===== src/rtl/wb_stream_bridge.sv =====
// -----------------------------------------------------------------------------
// wb_stream_bridge
//
// Wishbone slave that turns bus accesses into val/rdy stream traffic for an
// accelerator.
//   * Write to BASE_ADDR            : push the write data into the instruction FIFO.
//   * Write to BASE_ADDR+4+4*i      : push a load opcode (32'h0000_0000) into the
//                                     instruction FIFO and {i, data} into the load FIFO.
//   * Read of BASE_ADDR+4+4*i       : push a store opcode (32'h0800_0000) and {i, 0},
//                                     then wait for the accelerator's store data
//                                     (or time out with 32'hDEAD_BEEF and set err_o).
//   * Read of BASE_ADDR             : status word {err, 7'b0, instr cnt, load cnt, 8'b0}.
//   * Below BASE_ADDR or misaligned : acknowledged, read data 0, nothing pushed.
//
// Ports
//   wb_clk_i, wb_rst_i         clock, synchronous active-high reset
//   wbs_*                      Wishbone slave (wbs_sel_i is ignored)
//   instruction_recv_*         32-bit instruction stream out (val/rdy)
//   load_recv_*                {index, data} load stream out (val/rdy)
//   store_send_*               32-bit store data stream in (val/rdy)
//   err_o                      sticky store-timeout flag, cleared only by reset
// -----------------------------------------------------------------------------
module wb_stream_bridge #(
   parameter logic [31:0] BASE_ADDR = 32'h3000_0000,
   parameter int unsigned IDX_W     = 32,
   parameter int unsigned DEPTH     = 4,
   parameter int unsigned TIMEOUT   = 255
) (
   input  logic               wb_clk_i,
   input  logic               wb_rst_i,
   input  logic               wbs_cyc_i,
   input  logic               wbs_stb_i,
   input  logic               wbs_we_i,
   input  logic [3:0]         wbs_sel_i,
   input  logic [31:0]        wbs_adr_i,
   input  logic [31:0]        wbs_dat_i,
   output logic               wbs_ack_o,
   output logic [31:0]        wbs_dat_o,
   output logic [31:0]        instruction_recv_msg,
   output logic               instruction_recv_val,
   input  logic               instruction_recv_rdy,
   output logic [IDX_W+31:0]  load_recv_msg,
   output logic               load_recv_val,
   input  logic               load_recv_rdy,
   input  logic [31:0]        store_send_msg,
   input  logic               store_send_val,
   output logic               store_send_rdy,
   output logic               err_o
);

   localparam int unsigned AW = $clog2(DEPTH);
   localparam int unsigned CW = AW + 1;

   localparam logic [31:0] OP_LOAD   = {5'b00000, 27'b0};
   localparam logic [31:0] OP_STORE  = {5'b00001, 27'b0};
   localparam logic [31:0] DEAD_BEEF = 32'hDEAD_BEEF;

   typedef enum logic [1:0] {
      S_IDLE,
      S_WAIT_STORE,
      S_ACK
   } state_e;

   // Byte enables carry no meaning for this slave.
   logic unused_sel;
   assign unused_sel = ^wbs_sel_i;

   // ---------------------------------------------------------------- state
   state_e      state_q, state_d;
   logic [31:0] timer_q, timer_d;
   logic [31:0] dat_q,   dat_d;
   logic        err_q,   err_d;

   // ---------------------------------------------------------------- FIFOs
   logic [31:0]       i_mem_q [DEPTH];
   logic [AW-1:0]     i_wr_ptr_q, i_wr_ptr_d, i_rd_ptr_q, i_rd_ptr_d;
   logic [CW-1:0]     i_cnt_q,    i_cnt_d;
   logic              i_push, i_pop, i_full;
   logic [31:0]       i_wdata;

   logic [IDX_W+31:0] l_mem_q [DEPTH];
   logic [AW-1:0]     l_wr_ptr_q, l_wr_ptr_d, l_rd_ptr_q, l_rd_ptr_d;
   logic [CW-1:0]     l_cnt_q,    l_cnt_d;
   logic              l_push, l_pop, l_full;
   logic [IDX_W+31:0] l_wdata;

   // ---------------------------------------------------------------- decode
   logic              req;
   logic              adr_illegal;
   logic              adr_ctrl;
   logic [IDX_W-1:0]  idx;
   logic [31:0]       status;

   assign req         = wbs_cyc_i & wbs_stb_i;
   assign adr_illegal = (wbs_adr_i < BASE_ADDR) || (wbs_adr_i[1:0] != 2'b00);
   assign adr_ctrl    = (wbs_adr_i == BASE_ADDR);
   assign idx         = IDX_W'((wbs_adr_i - BASE_ADDR - 32'd4) >> 2);
   assign status      = {err_q, 7'b0, 8'(i_cnt_q), 8'(l_cnt_q), 8'h00};

   // Full looks only at the registered count, so a pop in the same cycle
   // never makes room for a push in that cycle.
   assign i_full = (i_cnt_q == CW'(DEPTH));
   assign l_full = (l_cnt_q == CW'(DEPTH));

   assign instruction_recv_val = (i_cnt_q != '0);
   assign instruction_recv_msg = i_mem_q[i_rd_ptr_q];
   assign load_recv_val        = (l_cnt_q != '0);
   assign load_recv_msg        = l_mem_q[l_rd_ptr_q];
   assign i_pop                = instruction_recv_val & instruction_recv_rdy;
   assign l_pop                = load_recv_val & load_recv_rdy;

   assign wbs_ack_o      = (state_q == S_ACK);
   assign store_send_rdy = (state_q == S_WAIT_STORE);
   assign wbs_dat_o      = dat_q;
   assign err_o          = err_q;

   // ---------------------------------------------------------------- FSM
   always_comb begin
      // NOTE: every signal gets a default before the case so no path leaves
      // one unassigned, which would otherwise infer a latch.
      state_d = state_q;
      timer_d = timer_q;
      dat_d   = dat_q;
      err_d   = err_q;
      i_push  = 1'b0;
      l_push  = 1'b0;
      i_wdata = '0;
      l_wdata = '0;

      unique case (state_q)
         S_IDLE: begin
            if (req) begin
               if (adr_illegal) begin
                  dat_d   = '0;
                  state_d = S_ACK;
               end else if (adr_ctrl) begin
                  if (!wbs_we_i) begin
                     dat_d   = status;
                     state_d = S_ACK;
                  end else if (!i_full) begin
                     i_push  = 1'b1;
                     i_wdata = wbs_dat_i;
                     dat_d   = '0;
                     state_d = S_ACK;
                  end
               end else if (!i_full && !l_full) begin
                  // Data window: opcode and operand enter their FIFOs together.
                  i_push = 1'b1;
                  l_push = 1'b1;
                  if (wbs_we_i) begin
                     i_wdata = OP_LOAD;
                     l_wdata = {idx, wbs_dat_i};
                     dat_d   = '0;
                     state_d = S_ACK;
                  end else begin
                     i_wdata = OP_STORE;
                     l_wdata = {idx, 32'h0};
                     timer_d = '0;
                     state_d = S_WAIT_STORE;
                  end
               end
            end
         end

         // Holds until data or timeout even if the master drops cyc/stb.
         S_WAIT_STORE: begin
            timer_d = timer_q + 32'd1;
            if (store_send_val) begin
               dat_d   = store_send_msg;
               state_d = S_ACK;
            end else if (timer_d == TIMEOUT) begin
               dat_d   = DEAD_BEEF;
               err_d   = 1'b1;
               state_d = S_ACK;
            end
         end

         S_ACK: state_d = S_IDLE;

         default: state_d = S_IDLE;
      endcase
   end

   // ---------------------------------------------------------------- FIFO pointers
   always_comb begin
      i_wr_ptr_d = i_push ? i_wr_ptr_q + AW'(1) : i_wr_ptr_q;
      i_rd_ptr_d = i_pop  ? i_rd_ptr_q + AW'(1) : i_rd_ptr_q;
      i_cnt_d    = i_cnt_q + CW'(i_push) - CW'(i_pop);
      l_wr_ptr_d = l_push ? l_wr_ptr_q + AW'(1) : l_wr_ptr_q;
      l_rd_ptr_d = l_pop  ? l_rd_ptr_q + AW'(1) : l_rd_ptr_q;
      l_cnt_d    = l_cnt_q + CW'(l_push) - CW'(l_pop);
   end

   // ---------------------------------------------------------------- registers
   // NOTE: sequential state uses non-blocking assignments only, so every flop
   // samples the pre-edge values regardless of statement order.
   always_ff @(posedge wb_clk_i) begin
      if (wb_rst_i) begin
         state_q    <= S_IDLE;
         timer_q    <= '0;
         dat_q      <= '0;
         err_q      <= 1'b0;
         i_wr_ptr_q <= '0;
         i_rd_ptr_q <= '0;
         i_cnt_q    <= '0;
         l_wr_ptr_q <= '0;
         l_rd_ptr_q <= '0;
         l_cnt_q    <= '0;
      end else begin
         state_q    <= state_d;
         timer_q    <= timer_d;
         dat_q      <= dat_d;
         err_q      <= err_d;
         i_wr_ptr_q <= i_wr_ptr_d;
         i_rd_ptr_q <= i_rd_ptr_d;
         i_cnt_q    <= i_cnt_d;
         l_wr_ptr_q <= l_wr_ptr_d;
         l_rd_ptr_q <= l_rd_ptr_d;
         l_cnt_q    <= l_cnt_d;
      end
   end

   // NOTE: FIFO storage has no reset; the zeroed counts keep stale entries
   // invisible, and leaving the array unreset lets it map onto plain RAM.
   always_ff @(posedge wb_clk_i) begin
      if (i_push) i_mem_q[i_wr_ptr_q] <= i_wdata;
      if (l_push) l_mem_q[l_wr_ptr_q] <= l_wdata;
   end

endmodule


===== config.mk =====
export PLATFORM = sky130hd
export DESIGN_NAME = wb_stream_bridge
export DESIGN_NICKNAME = d
export VERILOG_FILES = /design/src/rtl/wb_stream_bridge.sv
export SDC_FILE = /design/constraint.sdc
export NUM_CORES = 1
export LEC_CHECK = 0
export CAP_MARGIN = 20
export CORE_UTILIZATION = 60
export CTS_CLUSTER_DIAMETER = 30
export CTS_CLUSTER_SIZE = 25
export DETAILED_ROUTE_END_ITERATION = 8
export PLACE_DENSITY_LB_ADDON = 0.12
export SYNTH_ARGS = -nofsm -noshare
export SYNTH_HDL_FRONTEND = slang
export SYNTH_SLANG_ARGS = --single-unit

===== constraint.sdc =====
create_clock -name wb_clk_i -period 11.1 [get_ports wb_clk_i]
set_input_delay 3.33 -clock wb_clk_i [delete_from_list [all_inputs] [get_ports wb_clk_i]]
set_output_delay 3.33 -clock wb_clk_i [all_outputs]
set_load 0.01 [all_outputs]

* Word level (Yosys, flattened, before mapping)
Memories as Yosys holds them, arrays and structs flattened. A register that Yosys moved wholly into a read port is not among the register bits.
Cells that the tools add are included.
** Operators by class
- $add $sub $neg :: 11
- $lt $le $gt $ge :: 1
- Equality and inequality tests :: 15
- Mux-type cells :: 59
- Bitwise gates (word level) :: 4
- Reductions and logical operators :: 13
** Operator list (number)
- two-way mux 32 bit :: 21
- two-way mux 62 bit :: 5
- case mux 32 bit (2 select lines) :: 2
- two-way mux 28 bit :: 2
- adder 32 x 1 -> 32 bit (second input constant) :: 1
- equality test 32 x 30 -> 1 bit (second input constant) :: 1
- equality test 32 x 8 -> 1 bit (second input constant) :: 1
- < comparator 32 x 30 -> 1 bit (second input constant) :: 1
- subtractor 32 x 3 -> 32 bit (second input constant) :: 1
- subtractor 32 x 30 -> 32 bit (second input constant) :: 1
- two-way mux 2 bit :: 13
- two-way mux 1 bit :: 15
- AND reduction 6 bit :: 2
- != test 2 bit (second input constant) :: 5
- adder 2 x 1 -> 2 bit (second input constant) :: 4
- != test 4 bit (second input constant) :: 2
- adder 3 x 1 -> 3 bit :: 2
- equality test 3 bit (second input constant) :: 2
- nonzero test 3 bit :: 2
- subtractor 3 x 1 -> 3 bit :: 2
- != test 5 bit (second input constant) :: 1
- case mux 2 bit (2 select lines) :: 1
- AND reduction 4 bit :: 1
- nonzero test 2 bit :: 2
- other kinds (10) :: 13
** Word-level totals
- Register bits :: 81
- Bits in writable memories :: 376
- Input port bits :: 108
- Word-level logic and storage cells :: 115
- Memories kept :: 2
** Memories
- l_mem_q :: words 4, bits a word 62, rd ports 1, clocked after memory_dff 1, wr ports 1, RTL line 81 : logic [IDX_W+31:0] l_mem_q [DEPTH];
- i_mem_q :: words 4, bits a word 32, rd ports 1, clocked after memory_dff 1, wr ports 1, RTL line 75 : logic [31:0] i_mem_q [DEPTH];

* Logic depth before layout (Yosys ltp)
- Word-level depth :: 10
- Mapped depth :: 17
- Gate-level depth less buffers :: 15

* Worst setup path after synthesis
OpenSTA, ideal clock, no wires.
- Path type :: input -> register
- Start point :: in wbs_adr_i[16]
- End point :: reg l_cnt_q[2]
- Setup time :: 128 ps
- Data arrival time :: 6926 ps
- Data required time :: 10972 ps
- Setup slack :: 4047 ps
- Cell stages on the path :: 16
- Path buffers :: 3
- Cell sequence :: or4_4 -> or4b_1 -> or4_1 -> buf_2 -> and3_1 -> clkbuf_1 -> inv_1 -> buf_1 -> ha_1 -> inv_1 -> ha_1 -> inv_1 -> fa_1 -> xor2_1 -> xnor2_1 -> nor2_1
** Between the ends
- Word-level cells in the longest chain between the ends :: 7
** Ends and longest elaborated chain
- start, declared :: RTL line 35 : input logic [31:0] wbs_adr_i,
- < comparator 32 x 30 -> 1 bit or equality test 32 x 30 -> 1 bit (tied branches) :: RTL line 95, 96
- logical OR 1 bit or two-way mux 1 bit (tied branches) :: RTL line 95, 136
- two-way mux 1 bit (*) :: RTL line 133 : if (adr_illegal) begin
- two-way mux 1 bit (*) :: RTL line 132 : if (req) begin
- two-way mux 1 bit (*) :: RTL line 130 : unique case (state_q)
- adder 3 x 1 -> 3 bit (*) :: RTL line 191 : l_cnt_d = l_cnt_q + CW'(l_push) - CW'(l_pop);
- subtractor 3 x 1 -> 3 bit (*) :: RTL line 191
- end signal, assigned :: RTL line 219 : l_cnt_q <= l_cnt_d;
- end, declared :: RTL line 83 : logic [CW-1:0] l_cnt_q, l_cnt_d;
Every way passes the cells marked *; elsewhere a longest branch is shown, timed or not.
A chain may end at the register's enable or synchronous reset.

* Worst setup path after layout
- Start point :: in wbs_adr_i[17]
- End point :: reg i_cnt_q[2]
** Between the ends
- Word-level cells in the longest chain between the ends :: 7
** Ends and longest elaborated chain
- < comparator 32 x 30 -> 1 bit or equality test 32 x 30 -> 1 bit (tied branches) :: RTL line 95, 96
- logical OR 1 bit or two-way mux 1 bit (tied branches) :: RTL line 95, 136
- two-way mux 1 bit (*) :: RTL line 133
- two-way mux 1 bit (*) :: RTL line 132
- two-way mux 1 bit (*) :: RTL line 130
- adder 3 x 1 -> 3 bit (*) :: RTL line 188 : i_cnt_d = i_cnt_q + CW'(i_push) - CW'(i_pop);
- subtractor 3 x 1 -> 3 bit (*) :: RTL line 188
- end signal, assigned :: RTL line 216 : i_cnt_q <= i_cnt_d;
- end, declared :: RTL line 77 : logic [CW-1:0] i_cnt_q, i_cnt_d;
Marked as above.

==> out/results.ini <==
[timing]
hold_violations = 0
post-route-min-period_ps = 7540
worst_pin_slew_ps = 1020
whs_ps = 461
finalSetupViolCount = 0
fmax_ghz = 0.133
fin_crit_sh = 0.679
finalSetupTns_ps = 0
slew_headroom = 0.314
fin_skew_ps = 17.9
setup_ws_ps = 3560
maxSlewViolCount = 0
rsz0062_at_grt = no

[synthesis]
synthCells = 1242
synth_area_per_cell_um2 = 15.5
ys_warn_count = 0
synth_flop_cell = edfxtp_1
synth_edf_count = 376
ys_seq_area_frac = 0.677
ys_ff_latch = 461
synth_cell_types = 63
async_reset_ff_frac = 0
synth_area_um2 = 19200

[finish]
final_common_cell = edfxtp_1
area_growth_pct = 28.7
final_util = 0.783
antenna_cells = 0
nets = 1631
final_cells = 1972
final_cell_mix = edfxtp_1 (376), clkdlybuf4s50_1 (233), nor2_1 (100)
drive_gt1_frac = 0.175

[clock_tree]
clk_latency_ps = 590
clock_sinks = 461
cts_hold_buf = 0
cts.path.max_buffers = 3
cts-root-buf = clkbuf_16
cts_resized = 0
cts_setup_buffers = 0
cts_tree = done
htreeDepth = 3
cts_buffers = 84
clkTransAtPathRegs_ps = 50

[setup_path]
critical_path.max_fanout = 39
r2r-start = timer_q[8]
crit_family = simple AND/OR/NAND/NOR gates
crit_buf_inv = 5
crit_arrival_ps = 7990
r2r_end = wbs_dat_o[23]
r2r_cells = 8
critPathCaptureType = register
worstPathRequired_ps = 11550
r2r_setup_slack_ps = 7040
critPathKind = in -> reg
crit_path_frequent_cell = inv_1
start_kind = input port
slowest_stage = or4_1
critPathMaxStageDelay_ps = 720
worstPathCellList = clkdlybuf4s50_1 > or4_4 > or4b_1 > or4_1 > and3_1 > buf_4 > or2_2 > inv_1 > ha_1 > inv_1 > ha_1 > inv_1 > fa_1 > xor2_1 > xnor2_1 > nor2_1

[placed_design]
dp.cells = 1821
place_ws_ps = 2980
gp_congestion = 0.839
numPortBuffers = 234
hpwl_um = 25300

[power_and_ir_drop]
power.static_leakage_nw = 8.45
powerDensity_nw_per_um2 = 215
ir_worst_vdd_mv = 0.135

[drt]
drt_iter0_drc = 913
wl_per_cell_um = 22.2
postRouteAntennaNets = 0
drcViolationCount = 0
routed_wl_um = 43700
drt_pass1_iterations = 5
routed_via_density = 6.09
dr_total_vias = 12019

[grt]
grt_max_degree = 62
grt_pass1_vias = 12369
track_usage = 0.273
grt_pass1_wl_um = 68000
grt.overflow.total = 0
antenna_found_initial = 0

[status]
status = complete, no violations

[floorplanning]
dieWidth_um = 181
die_h_um = 181
fp.dieArea_um2 = 32700
rows = 65
core_um2 = 31600
ioPinCount = 241
start_util = 0.608

[hold_path]
worstHoldEndpoint = wbs_dat_o[5]
whs_path_depth = 1
hold_path_class = reg -> reg
hp-start = wbs_dat_o[5]

[flow_run]
maxCapViolations = 0

-- state kept, by name, summed over array words and instances (netlist names), 3 cells and up, named ones only --
register / count
i_cnt_q: 3
i_mem_q: 128
l_cnt_q: 3
l_mem_q: 248
timer_q: 32
wbs_dat_o: 32
-- Yosys cell counts, types with 8 or more instances --
| library cell | n | share of area |
|---|---|---|
| nor4_1 | 13 | 0.0042 |
| nand3_1 | 20 | 0.0052 |
| nor2_1 | 100 | 0.020 |
| ha_1 | 16 | 0.010 |
| dfxtp_1 | 85 | 0.089 |
| a32o_1 | 19 | 0.0099 |
| and3_1 | 40 | 0.013 |
| and2_1 | 46 | 0.015 |
| xnor2_1 | 30 | 0.014 |
| or3_1 | 10 | 0.0033 |
| o21ai_0 | 24 | 0.0063 |
| nand2b_1 | 23 | 0.0075 |
| a211oi_1 | 9 | 0.0035 |
| nand4_1 | 18 | 0.0059 |
| a21oi_1 | 49 | 0.013 |
| mux4_2 | 94 | 0.11 |
| nand2_1 | 43 | 0.0084 |
| clkbuf_1 | 53 | 0.010 |
| inv_1 | 25 | 0.0049 |
| nor3_1 | 15 | 0.0039 |
| edfxtp_1 | 376 | 0.59 |
| buf_1 | 16 | 0.0031 |
| xor2_1 | 17 | 0.0078 |
| a311oi_1 | 13 | 0.0059 |
| a31oi_1 | 8 | 0.0026 |
-- final cells by class --
type / count / area [um^2]
flip-flops and latches: 461 / 13000
fillers: 1796 / 6850
multi-input cells: 676 / 5790
repair buffers: 257 / 2510
clock buffers: 96 / 2260
clock inverters: 55 / 548
well taps: 402 / 503
inverters: 25 / 93.8
-- worst max-delay path by stage --
| stage | from | depth (start not counted) | endpoint | slack, ps |
|---|---|---|---|---|
| floorplan | wbs_adr_i[16] | 16 | l_cnt_q[2] | 4050 |
| global placement | wbs_adr_i[16] | 16 | i_cnt_q[2] | 3070 |
| detailed placement | wbs_adr_i[16] | 16 | i_cnt_q[2] | 2980 |
| CTS | wbs_adr_i[16] | 16 | i_cnt_q[2] | 3590 |
| global route | wbs_adr_i[16] | 16 | i_cnt_q[2] | 3370 |
| finish | wbs_adr_i[17] | 16 | i_cnt_q[2] | 3560 |
-- cell families after synthesis --
logic type	share of synthesized area
compound gates	0.0543
flops	0.677
fa+ha+maj	0.0125
other cells	0.000195
simple gates	0.0992
mux	0.113
buf+inv	0.0224
xor+xnor	0.0214
-- metal layers --
metal / vias to the layer above / routed length [um] / track usage
li1: 5373 / - / -
met4: 0 / 765 / 0.0851
met5: - / 0 / 0
met1: 6057 / 17400 / 0.349
met2: 520 / 22400 / 0.465
met3: 69 / 3160 / 0.0607
-- worst reg2reg max path, stage by stage (launching register included) --
cell,delay [ps]
dfxtp_1,480
nand4_1,340
or4_1,770
nor4_1,520
and4b_1,320
o21ai_1,70
or4_1,640
nand2_1,580
a32o_1,280
-- through the flow --
| step | total power, mW | area [um^2] |
|---|---|---|
| floorplan | 2.43 | 19200 |
| global route | 5.49 | 24700 |
| CTS | 5.35 | 24700 |
| global placement | 2.86 | 21900 |
| detailed placement | 2.87 | 21900 |
| finish | 5.31 | 24700 |
-- power by group --
| group | switching, mW | internal [mW] | leakage [nW] |
|---|---|---|---|
| Sequential | 0.0449 | 1.89 | 4.26 |
| Combinational | 0.384 | 0.514 | 2.82 |
| Clock | 0.844 | 1.62 | 1.37 |
Power figures use the tool's default switching activity.
